$ cat src/rtl/rf_pkg.sv
// rtl/rf_pkg.sv - shared state type, default widths and depth helper for the register file
package rf_pkg;

  typedef enum logic {
    ST_INIT = 1'b0,
    ST_RUN  = 1'b1
  } rf_state_e;

  localparam int RF_DATA_W = 32;
  localparam int RF_ADDR_W = 5;

  function automatic int rf_depth(input int addr_w);
    return 1 << addr_w;
  endfunction

endpackage

$ cat src/rtl/rf_init_seq.sv
// rtl/rf_init_seq.sv - zero-fill sweep sequencer; holds the register file offline until every entry is cleared
module rf_init_seq
  import rf_pkg::*;
#(
  parameter int ADDR_W = RF_ADDR_W
) (
  input  logic              clk,
  input  logic              rst_n,
  input  logic              clear,
  output logic              ready,
  output logic              init_we,
  output logic [ADDR_W-1:0] init_addr
);

  localparam logic [ADDR_W-1:0] LAST = ADDR_W'(rf_depth(ADDR_W) - 1);

  rf_state_e         state_q, state_d;
  logic [ADDR_W-1:0] cnt_q, cnt_d;

  always_ff @(posedge clk or negedge rst_n) begin
    if (!rst_n) begin
      state_q <= ST_INIT;
      cnt_q   <= '0;
    end else begin
      state_q <= state_d;
      cnt_q   <= cnt_d;
    end
  end

  // clear wins in either state, so a mid-sweep clear restarts from entry 0
  always_comb begin
    state_d = state_q;
    cnt_d   = cnt_q;
    if (clear) begin
      state_d = ST_INIT;
      cnt_d   = '0;
    end else if (state_q == ST_INIT) begin
      cnt_d = cnt_q + 1'b1;
      if (cnt_q == LAST) state_d = ST_RUN;
    end
  end

  always_comb begin
    ready     = (state_q == ST_RUN);
    init_we   = (state_q == ST_INIT);
    init_addr = cnt_q;
  end

endmodule

$ cat src/rtl/rf_multiport.sv
// rtl/rf_multiport.sv - multiport register file: NUM_RD comb read ports, two write ports, zero-fill sweep
// Define RF_BYPASS_EN to forward same-cycle write data to matching read ports.
module rf_multiport
  import rf_pkg::*;
#(
  parameter int DATA_W  = RF_DATA_W,
  parameter int ADDR_W  = RF_ADDR_W,
  parameter int NUM_RD  = 2,
  parameter int ZERO_R0 = 1
) (
  input  logic                     clk,
  input  logic                     rst_n,
  input  logic                     clear,
  input  logic [NUM_RD*ADDR_W-1:0] rd_addr,
  output logic [NUM_RD*DATA_W-1:0] rd_data,
  input  logic                     wr_en0,
  input  logic [ADDR_W-1:0]        wr_addr0,
  input  logic [DATA_W-1:0]        wr_data0,
  input  logic                     wr_en1,
  input  logic [ADDR_W-1:0]        wr_addr1,
  input  logic [DATA_W-1:0]        wr_data1,
  output logic                     ready,
  output logic                     wr_clash
);

  localparam int DEPTH = rf_depth(ADDR_W);
  localparam bit Z0    = (ZERO_R0 != 0);

  logic              init_we;
  logic [ADDR_W-1:0] init_addr;
  logic              we0, we1;
  logic              wr_clash_q, wr_clash_d;
  logic [DATA_W-1:0] mem_q [DEPTH];

  rf_init_seq #(.ADDR_W(ADDR_W)) u_init_seq (
    .clk       (clk),
    .rst_n     (rst_n),
    .clear     (clear),
    .ready     (ready),
    .init_we   (init_we),
    .init_addr (init_addr)
  );

  // Port 1 owns a shared address; the clash flag ignores the r0 write mask
  always_comb begin
    we1 = ready && wr_en1 && !(Z0 && wr_addr1 == '0);
    we0 = ready && wr_en0 && !(Z0 && wr_addr0 == '0) && !(wr_en1 && wr_addr1 == wr_addr0);
    wr_clash_d = ready && wr_en0 && wr_en1 && (wr_addr0 == wr_addr1);
  end

  always_ff @(posedge clk or negedge rst_n) begin
    if (!rst_n) wr_clash_q <= 1'b0;
    else        wr_clash_q <= wr_clash_d;
  end

  assign wr_clash = wr_clash_q;

  always_ff @(posedge clk) begin
    if (init_we) begin
      mem_q[init_addr] <= '0;
    end else begin
      if (we1) mem_q[wr_addr1] <= wr_data1;
      if (we0) mem_q[wr_addr0] <= wr_data0;
    end
  end

  always_comb begin
    rd_data = '0;
    for (int k = 0; k < NUM_RD; k++) begin
      if (ready && !(Z0 && rd_addr[k*ADDR_W +: ADDR_W] == '0)) begin
`ifdef RF_BYPASS_EN
        if (we1 && wr_addr1 == rd_addr[k*ADDR_W +: ADDR_W])
          rd_data[k*DATA_W +: DATA_W] = wr_data1;
        else if (we0 && wr_addr0 == rd_addr[k*ADDR_W +: ADDR_W])
          rd_data[k*DATA_W +: DATA_W] = wr_data0;
        else
          rd_data[k*DATA_W +: DATA_W] = mem_q[rd_addr[k*ADDR_W +: ADDR_W]];
`else
        rd_data[k*DATA_W +: DATA_W] = mem_q[rd_addr[k*ADDR_W +: ADDR_W]];
`endif
      end
    end
  end

endmodule
$ cat config.mk
export PLATFORM = sky130hd
export DESIGN_NAME = rf_multiport
export DESIGN_NICKNAME = d
export VERILOG_FILES = /design/src/rtl/rf_pkg.sv /design/src/rtl/rf_init_seq.sv /design/src/rtl/rf_multiport.sv
export SDC_FILE = /design/constraint.sdc
export NUM_CORES = 2
export LEC_CHECK = 0
export ABC_AREA = 1
export ABC_CLOCK_PERIOD_IN_PS = 7700
export CORE_ASPECT_RATIO = 0.8
export CORE_MARGIN = 10
export CORE_UTILIZATION = 30
export CTS_BUF_LIST = sky130_fd_sc_hd__clkbuf_4 sky130_fd_sc_hd__clkbuf_8 sky130_fd_sc_hd__clkbuf_16
export CTS_CLUSTER_SIZE = 12
export DETAILED_ROUTE_END_ITERATION = 12
export GPL_TIMING_DRIVEN = 0
export MAX_ROUTING_LAYER = met4
export PLACE_DENSITY = 0.45
export SLEW_MARGIN = 10
export SYNTH_ARGS = -nofsm -noshare
export SYNTH_HDL_FRONTEND = slang
export SYNTH_SLANG_ARGS = --single-unit
$ cat constraint.sdc
create_clock -name clk -period 7.7 [get_ports clk]
set_input_delay 1.54 -clock clk [delete_from_list [all_inputs] [get_ports clk]]
set_output_delay 1.54 -clock clk [all_outputs]
set_load 0.005 [all_outputs]
==> impl_metrics.toml <==
[timing]
fin_crit_sh = 1.03
slew_violations = 33
max_slew.worst_pin.slew_ns = 1.56
fmax_mhz = 126
setup_viol = 6
hold_viol = 0
fin_skew_ns = 0.0231
relSlewSlack = -0.0399
grt_setup_unrepaired = "no"
setup_ws_ns = -0.236
period_needed_ns = 7.94

[global_routing]
grt_pass1_wl_um = 621000
grt_max_degree = 33
overflow = 0
grt_antenna_before_repair = 55
track_usage = 0.418
grt_pass1_vias = 63100

[min_path]
min_path_type = "reg -> reg"
worstHoldEndpoint = "u_init_seq.init_addr[3]"
hold_depth = 2
hp-start = "u_init_seq.init_addr[3]"

[cells_and_area]
seqCellArea_um2 = 30900
design_area_um2 = 74400
final_cells = 11800
final_common_cell = "nand2_1"
syn_to_final_growth_pct = 16.8
fillers = 22300
drive_above_1_share = 0.0944
post-route-util = 0.352
mostFrequentLayoutCells = "nand2_1, nand3_1, edfxtp_1"
multi_input_area_um2 = 28000
fin_nets = 8939

[yosys]
synth_xor_area_frac = 0.000137
synth_top_family_by_area = "simple AND/OR/NAND/NOR gates"
synthMuxAreaShare = 0
seq_area_frac_synth = 0.485
ys_ff_latch = 1031
yosys.area_share.simple = 0.327
synth_compound_area_frac = 0.110
synth_area_um2 = 63700
yosysUniqueCellTypes = 26
synthAdderAreaFrac = 0.000393
ys_warn_count = 0
synth_cells = 8520
avgSynthCellArea_um2 = 7.48
syn_nets = 8611

[clocking]
insertion_delay_ns = 0.83
cts-htree-levels = 4
cts_hold_buf = 0
clkSinkCount = 1031
cts_tree = "done"
clockBufferDepth = 3
post_cts_buffers = 0
root_buffer = "clkbuf_16"
cts_buffers = 134
cts.clk_slew.worst_paths_ns = 0.05

[drt]
via_per_inst = 5.95
wirelength_um = 491000
via_count = 70300
first_pass_iters = 8
post_drt_wl_per_cell_um = 41.5
drtIter0Drc = 11200
drc_errors = 0
route.antenna.remaining_nets = 0

[setup_path]
cp-end-kind = "output pin"
arrival_ns = 6.40
r2r-start = "u_init_seq.ready"
crit_path_max_fanout = 10
crit_type = "in -> out"
cp_data_required_time_ns = 6.16
rr_worst_depth = 11
reg2reg_slack_ns = 3.83
start_kind = "input pin"
r2r-end = "mem_q[20][7]"

[flow_run]
max-cap-violations = 3

[place]
place_congestion = 1.07
dpl.hpwl_um = 381000
placed_cell_area_um2 = 69900
dp_slack_ns = -0.344
portBuffers = 148
dp_cells = 11500

[power_and_ir_drop]
total_power_mw = 15.0
powerDensity_nw_per_um2 = 201
peakVddDrop_mv = 0.233
p_leak_nw = 28.7

[floorplanning]
start_util = 0.301
die_area_um2 = 231000
rows = 151
die_w_um = 535
ios = 155
die_y_um = 432
coreArea_um2 = 211000

[run_status]
violations = "capacitance limit, slew limit, setup timing"
outcome = "finished, violations left"
## metrics by stage
step                      hold WS (ns)  setup TNS, ns
after floorplan                  0.527              0
after global placement           0.580          -6.11
after detailed placement         0.573         -0.816
after CTS                        0.587              0
after global routing             0.619              0
final                            0.587         -0.718
## synth_stat cells
cell type  number  area, um^2
nand2_1      3823       14400
nand3_1      1099        5500
edfxtp_1     1024       30700
o21ai_1       667        3340
o21ai_0       409        2050
clkbuf_1      376        1410
a21oi_1       324        1620
buf_2         248        1240
nor2_1        144         541
inv_1         129         484
buf_6          97        1090
buf_4          66         495
buf_1          45         169
nand3_2        31         310
dfrtp_1         7         175
inv_2           6        22.5
nor2_2          6        37.5
nor3_1          5        25.0
nand2_2         3        18.8
nand4_1         3        18.8
clkinv_1        2        7.51
ha_1            2        25.0
and2_1          1        6.26
nor3_2          1        10.0
o21bai_1        1        7.51
xor2_1          1        8.76
## logic make-up (layout without fill, tap and decap cells)
| kind of cell | Yosys count | in the layout |
|---|---|---|
| and+or+nand+nor | 5116 | 5116 |
| AOI/OAI and AO/OA | 1401 | 1401 |
| DFF | 1031 | 1031 |
| buffers and inverters | 969 | 1401 |
| adders and majority gates | 2 | 2 |
| xor gates and xnor gates | 1 | 1 |
| other | 0 | 44 |
## flip-flops by register name, summed over array words and instances (netlist names)
signal and flops:
u_init_seq.init_addr 5, u_init_seq.ready 1, mem_q 1024, wr_clash 1
## worst max-delay path, stage by stage
cell,delay [ns]
clkdlybuf4s50_1,0.76
clkbuf_1,0.78
clkbuf_1,1.08
nand3_1,0.52
nand3_1,0.35
nand3_1,0.23
a21oi_1,0.47
clkdlybuf4s50_1,0.62
## where the power goes
group	internal, mW	total, mW	leakage (nW)	switching, mW
Clock	3.84	6.75	2.20	2.91
Sequential	6.14	6.17	10.3	0.0323
Combinational	0.340	2.06	16.1	1.72
Total	10.3	15.0	28.7	4.66
## routing by layer
metal	track usage	part of all wire	vias to the layer above
li1	-	-	29200
met1	0.514	0.39	34800
met2	0.580	0.41	5155
met3	0.106	0.11	1211
met4	0.331	0.098	0
met5	-	0	-
## cell type report
cell class / count / share of cell area
diodes: 44 / 0.00148
plain buffers: 832 / 0.0610
clock buffers: 167 / 0.0491
clock inverters: 73 / 0.0101
inverters: 137 / 0.00691
multi-input cells: 6520 / 0.376
flip-flops and latches: 1031 / 0.416
well taps: 2830 / 0.0476
repair buffers: 192 / 0.0326
## how the worst max path moves through the flow
stage	startpoint	end
final	rd_addr[2]	rd_data[24]
after global routing	rd_addr[6]	rd_data[51]
after CTS	rd_addr[6]	rd_data[51]
after detailed placement	rd_addr[1]	rd_data[23]
after global placement	rd_addr[2]	rd_data[16]
after floorplan	rd_addr[0]	rd_data[26]
## timing repair
item | in CTS | in global routing
resized for setup | 3 | 0
hold endpoints to repair | 0 | 0
setup endpoints to repair | 5 | 0
(Power assumes the default switching activity.)
